[config.mk]
export PLATFORM = sky130hd
export DESIGN_NAME = alu_16bits
export DESIGN_NICKNAME = d
export VERILOG_FILES = /design/src/rtl/alu_pkg.sv /design/src/rtl/alu_cla4.sv /design/src/rtl/alu_16bits.sv
export SDC_FILE = /design/constraint.sdc
export NUM_CORES = 1
export LEC_CHECK = 0
export BUFFER_PORTS_ARGS = -buffer_cell sky130_fd_sc_hd__buf_4
export CORE_MARGIN = 4
export CORE_UTILIZATION = 44
export DETAILED_ROUTE_END_ITERATION = 7
export PLACE_DENSITY_LB_ADDON = 0.12
export SLEW_MARGIN = 10
export SYNTH_ARGS = -nofsm -noshare
export SYNTH_HDL_FRONTEND = slang
export SYNTH_SLANG_ARGS = --single-unit
[constraint.sdc]
create_clock -name clk -period 9.5 [get_ports clk]
set_clock_uncertainty 0.1 [all_clocks]
set_input_delay 1.9 -clock clk [delete_from_list [all_inputs] [get_ports clk]]
set_output_delay 1.9 -clock clk [all_outputs]
set_load 0.02 [all_outputs]
[src/rtl/alu_pkg.sv]
// Shared widths, alu_ctrl encodings and the registered NZCV flag bundle for alu_16bits.
package alu_pkg;

    localparam int unsigned ALU_W = 16;

    // alu_ctrl[1] = comp_e (carry-in from sign), alu_ctrl[0] = sign (subtract, invert B)
    localparam logic [1:0] ALU_ADC = 2'b00;
    localparam logic [1:0] ALU_SBC = 2'b01;
    localparam logic [1:0] ALU_ADD = 2'b10;
    localparam logic [1:0] ALU_SUB = 2'b11;

    typedef struct packed {
        logic n;
        logic z;
        logic c;
        logic v;
    } alu_flags_t;

endpackage

[src/rtl/alu_cla4.sv]
// 4-bit carry-lookahead slice; also exports the carry into bit 3 for overflow detection.
module alu_cla4 (
    input  logic [3:0] a,
    input  logic [3:0] b,
    input  logic       ci,
    output logic [3:0] s,
    output logic       co,
    output logic       c3
);

    logic [3:0] g;
    logic [3:0] p;
    logic [3:0] c;

    assign g = a & b;
    assign p = a ^ b;

    // All internal carries flattened from generate/propagate terms
    assign c[0] = ci;
    assign c[1] = g[0] | (p[0] & ci);
    assign c[2] = g[1] | (p[1] & g[0]) | (p[1] & p[0] & ci);
    assign c[3] = g[2] | (p[2] & g[1]) | (p[2] & p[1] & g[0]) | (p[2] & p[1] & p[0] & ci);
    assign co   = g[3] | (p[3] & g[2]) | (p[3] & p[2] & g[1]) | (p[3] & p[2] & p[1] & g[0])
                | (p[3] & p[2] & p[1] & p[0] & ci);

    assign s  = p ^ c;
    assign c3 = c[3];

endmodule

[src/rtl/alu_16bits.sv]
// 16-bit add/subtract ALU with multi-word carry chaining and registered NZCV flags.
// ALU_16BITS_CLA_EN selects a 4x4-bit carry-lookahead adder instead of ripple carry.
module alu_16bits
    import alu_pkg::*;
#(
    parameter int unsigned WIDTH = ALU_W
) (
    input  logic             clk,
    input  logic             rst,
    input  logic [WIDTH-1:0] a,
    input  logic [WIDTH-1:0] b,
    input  logic [1:0]       alu_ctrl,
    input  logic             c_pre,
    output logic [WIDTH-1:0] s,
    output logic             z,
    output logic             c,
    output logic             n,
    output logic             v
);

    logic             sign;
    logic             comp_e;
    logic [WIDTH-1:0] b_eff;
    logic             cin;
    logic [WIDTH-1:0] sum;
    logic             cout;
    logic             c_msb;

    logic [WIDTH-1:0] s_d;
    logic [WIDTH-1:0] s_q;
    alu_flags_t       flags_d;
    alu_flags_t       flags_q;

    assign sign   = alu_ctrl[0];
    assign comp_e = alu_ctrl[1];
    assign b_eff  = b ^ {WIDTH{sign}};
    // With comp_e set the carry-in follows sign, so c_pre is never observed
    assign cin    = comp_e ? sign : c_pre;

`ifdef ALU_16BITS_CLA_EN
    localparam int unsigned NSLICE = WIDTH / 4;

    logic [NSLICE:0]   blk_c;
    logic [NSLICE-1:0] blk_c3;
    logic [NSLICE-2:0] c3_unused;

    assign blk_c[0] = cin;

    for (genvar i = 0; i < NSLICE; i++) begin : g_cla
        alu_cla4 u_cla4 (
            .a  (a[4*i +: 4]),
            .b  (b_eff[4*i +: 4]),
            .ci (blk_c[i]),
            .s  (sum[4*i +: 4]),
            .co (blk_c[i+1]),
            .c3 (blk_c3[i])
        );
    end

    assign cout      = blk_c[NSLICE];
    assign c_msb     = blk_c3[NSLICE-1];
    assign c3_unused = blk_c3[NSLICE-2:0];
`else
    logic [WIDTH:0] rc;

    assign rc[0] = cin;

    for (genvar i = 0; i < WIDTH; i++) begin : g_fa
        assign sum[i]  = a[i] ^ b_eff[i] ^ rc[i];
        assign rc[i+1] = (a[i] & b_eff[i]) | (rc[i] & (a[i] ^ b_eff[i]));
    end

    assign cout  = rc[WIDTH];
    assign c_msb = rc[WIDTH-1];
`endif

    // Flags from this cycle's sum; v = c16 ^ c15 equals the sign-rule overflow
    always_comb begin
        s_d       = sum;
        flags_d   = '0;
        flags_d.n = sum[WIDTH-1];
        flags_d.z = (sum == '0);
        flags_d.c = cout;
        flags_d.v = cout ^ c_msb;
    end

    always_ff @(posedge clk) begin
        if (rst) begin
            s_q     <= '0;
            flags_q <= '0;
        end else begin
            s_q     <= s_d;
            flags_q <= flags_d;
        end
    end

    assign s = s_q;
    assign n = flags_q.n;
    assign z = flags_q.z;
    assign c = flags_q.c;
    assign v = flags_q.v;

endmodule

==> results by group <==
Worst setup path
  • CP Data Required Time: 9620 ps
  • Cell mode on critical path: fa_1
  • CP max FO: 17
  • Slowest stage delay, CP: 420 ps
  • Worst Setup Start Kind: input port
  • Delay-heaviest family, CP: adder cells
  • CP Class: in -> reg
  • Crit path cell chain: buf_4, xor2_1, fa_1, inv_1, fa_1, fa_1, fa_1, fa_1, fa_1, fa_1, fa_1, fa_1, fa_1, fa_1, fa_1, inv_1, fa_1, inv_1, fa_1, fa_1, inv_1, fa_1, nor2_1, and3_1
  • WP data arrival: 8780 ps
  • Critical path launch point: alu_ctrl[0]
  • Critical path buffers and inverters: 5
  • Slowest stage cell, crit path: fa_1
  • Crit end category: register

Route
  • Via count: 776
  • Avg WL per Cell: 10.6 um
  • Initial DRC count: 8
  • Total Wirelength: 1.95 mm
  • Vias per Instance: 4.24
  • Drt pass-1 iters: 5
  • Remaining DRCs: 0
  • Routed Antenna Nets: 0

Synth
  • Mean Syn Cell Area: 10.8 sq um
  • Synthesized cell area: 1080 sq um
  • Yosys Warn Count: 0
  • Register bit total from synthesis: 19
  • Synth Net Count: 153
  • Distinct cells, synth: 17
  • Mapped Cells: 100
  • Post-synthesis sequential area ratio: 35.1%

Clock network
  • Number of CTS-inserted buffers: 3
  • Clock slew at reported path FFs: 90 ps
  • CTS tree: built
  • CTS H-tree lvls: 1
  • Root buffer selected by CTS: clkbuf_4
  • CTS Sinks: 19
  • Hold-fix buffers at CTS: 0
  • Max Buffers Root-to-Sink: 2
  • Count of cells resized by post-cts repair: 0
  • Post-CTS Setup Bufs: 0

STA
  • Max Slew Vio Count: 0
  • Period utilisation layout: 91.2%
  • Number of setup violations in the final report: 0
  • Achievable Freq: 115 MHz
  • Final hold vios: 0
  • Tmin final: 8660 ps
  • Setup_tns: 0 ps
  • RSZ-0062 raised after global routing: no
  • Worst-Margin Slew: 249 ps
  • Relative slew slack: 83.4%

Pwr
  • Power per cell area: 157 nW/um^2
  • Leakage: 0.760 nW
  • Pwr Total: 0.241 mW
  • Worst VDD drop: 0.0000840 V

Finish
  • Ant diodes: 0
  • Most frequent cells in the layout: 56 x buf_4, 19 x dfxtp_1, 17 x inv_1, 16 x fa_1, 15 x nor2_1
  • Layout cells sized above 1: 38.7%
  • Post-route design area: 1530 sq um
  • Nets: 209
  • Area grow syn2layout: 41.1%
  • Most common cell after layout, fill and taps aside: buf_4

Run status
  • Status: completed

Placement
  • Dpl hpwl: 1.80 mm
  • Area after DPL: 1500 sq um
  • Placer Congestion: 0.757
  • Port Buf Inserts: 56

GRT
  • GR Overflow Total: 0
  • Pin count of the biggest net entering global routing: 20
  • Total GRT Usage: 12.6%
  • Number of global-route vias before repair: 802
  • First-pass GRT wire length: 3.22 mm
  • Initial antenna violation count: 0

Floorplanning
  • Initial Util: 47.7%
  • Num rows: 17
  • Die Ht: 57.7 um
  • Core Area: 2280 sq um
  • Die width: 57.7 um
  • Io pins: 57
  • Die area: 3320 sq um

Worst hold path
  • Hold Path End: s[2]$_SDFF_PP0_
  • Worst Hold Depth: 2
  • Hold path startpoint: rst
  • Worst min path class: in -> reg

Run
  • Max_cap viols: 0
metal layers:
layer | wire (um) | track usage (%)
met3 | 193 | 2.67
met2 | 911 | 19.7
met4 | 22 | 5.96
met1 | 818 | 16.6
met5 | 0 | 0
cell type report:
type | instances | area, sq um
sequential | 19 | 380
inverter | 17 | 63.8
timing repair buffer | 56 | 420
fill | 182 | 746
multi-input combinational | 59 | 604
tap | 28 | 35.0
clock buffer | 4 | 26.3
flip-flops by register name, indices dropped and copies added (netlist names):
signal	cells
s	16
c	1
v	1
z	1
cell usage after synthesis:
cell / instances / area (sq um)
dfxtp_1: 19 / 380
inv_1: 17 / 63.8
fa_1: 16 / 320
nor2_1: 15 / 56.3
xnor2_1: 13 / 114
xor2_1: 4 / 35.0
and2b_1: 2 / 15.0
buf_2: 2 / 10.0
buf_4: 2 / 15.0
nand4b_1: 2 / 17.5
nor2b_1: 2 / 12.5
and3_1: 1 / 6.26
buf_6: 1 / 11.3
mux2_2: 1 / 11.3
nand2_1: 1 / 3.75
nand4_1: 1 / 6.26
nor4_1: 1 / 6.26
cells by family after synthesis:
| kind of cell | count (synthesis) | share of synthesized area (%) |
|---|---|---|
| simple gates | 25 | 11.4 |
| buf+inv | 22 | 9.23 |
| flops | 19 | 35.1 |
| xor+xnor | 17 | 13.7 |
| fa+ha+maj | 16 | 29.5 |
| mux | 1 | 1.04 |
through the flow:
stage,utilization (%),instances,worst slack [ps],hold slack (ps)
global placement,66.1,179,624,2090
floorplan,-,100,973,1980
CTS,67.2,183,808,1800
finish,67.2,183,839,1810
global route,67.2,183,497,1810
detailed placement,66.1,179,551,2090
power breakdown:
part | total, mW | switching (mW) | leakage (nW) | internal [mW]
logic | 0.109 | 0.0554 | 0.586 | 0.0531
registers | 0.0967 | 0.00350 | 0.158 | 0.0932
clock network | 0.0356 | 0.0194 | 0.0150 | 0.0162
total | 0.241 | 0.0783 | 0.760 | 0.163
worst max-delay path by stage:
stage,slack [ps],cells past startpoint,end
after floorplan,970,24,z$_SDFF_PP0_
after global placement,620,24,z$_SDFF_PP0_
after detailed placement,550,24,z$_SDFF_PP0_
after CTS,810,24,z$_SDFF_PP0_
after global routing,500,24,z$_SDFF_PP0_
final,840,24,z$_SDFF_PP0_
(Power assumes the default switching activity.)
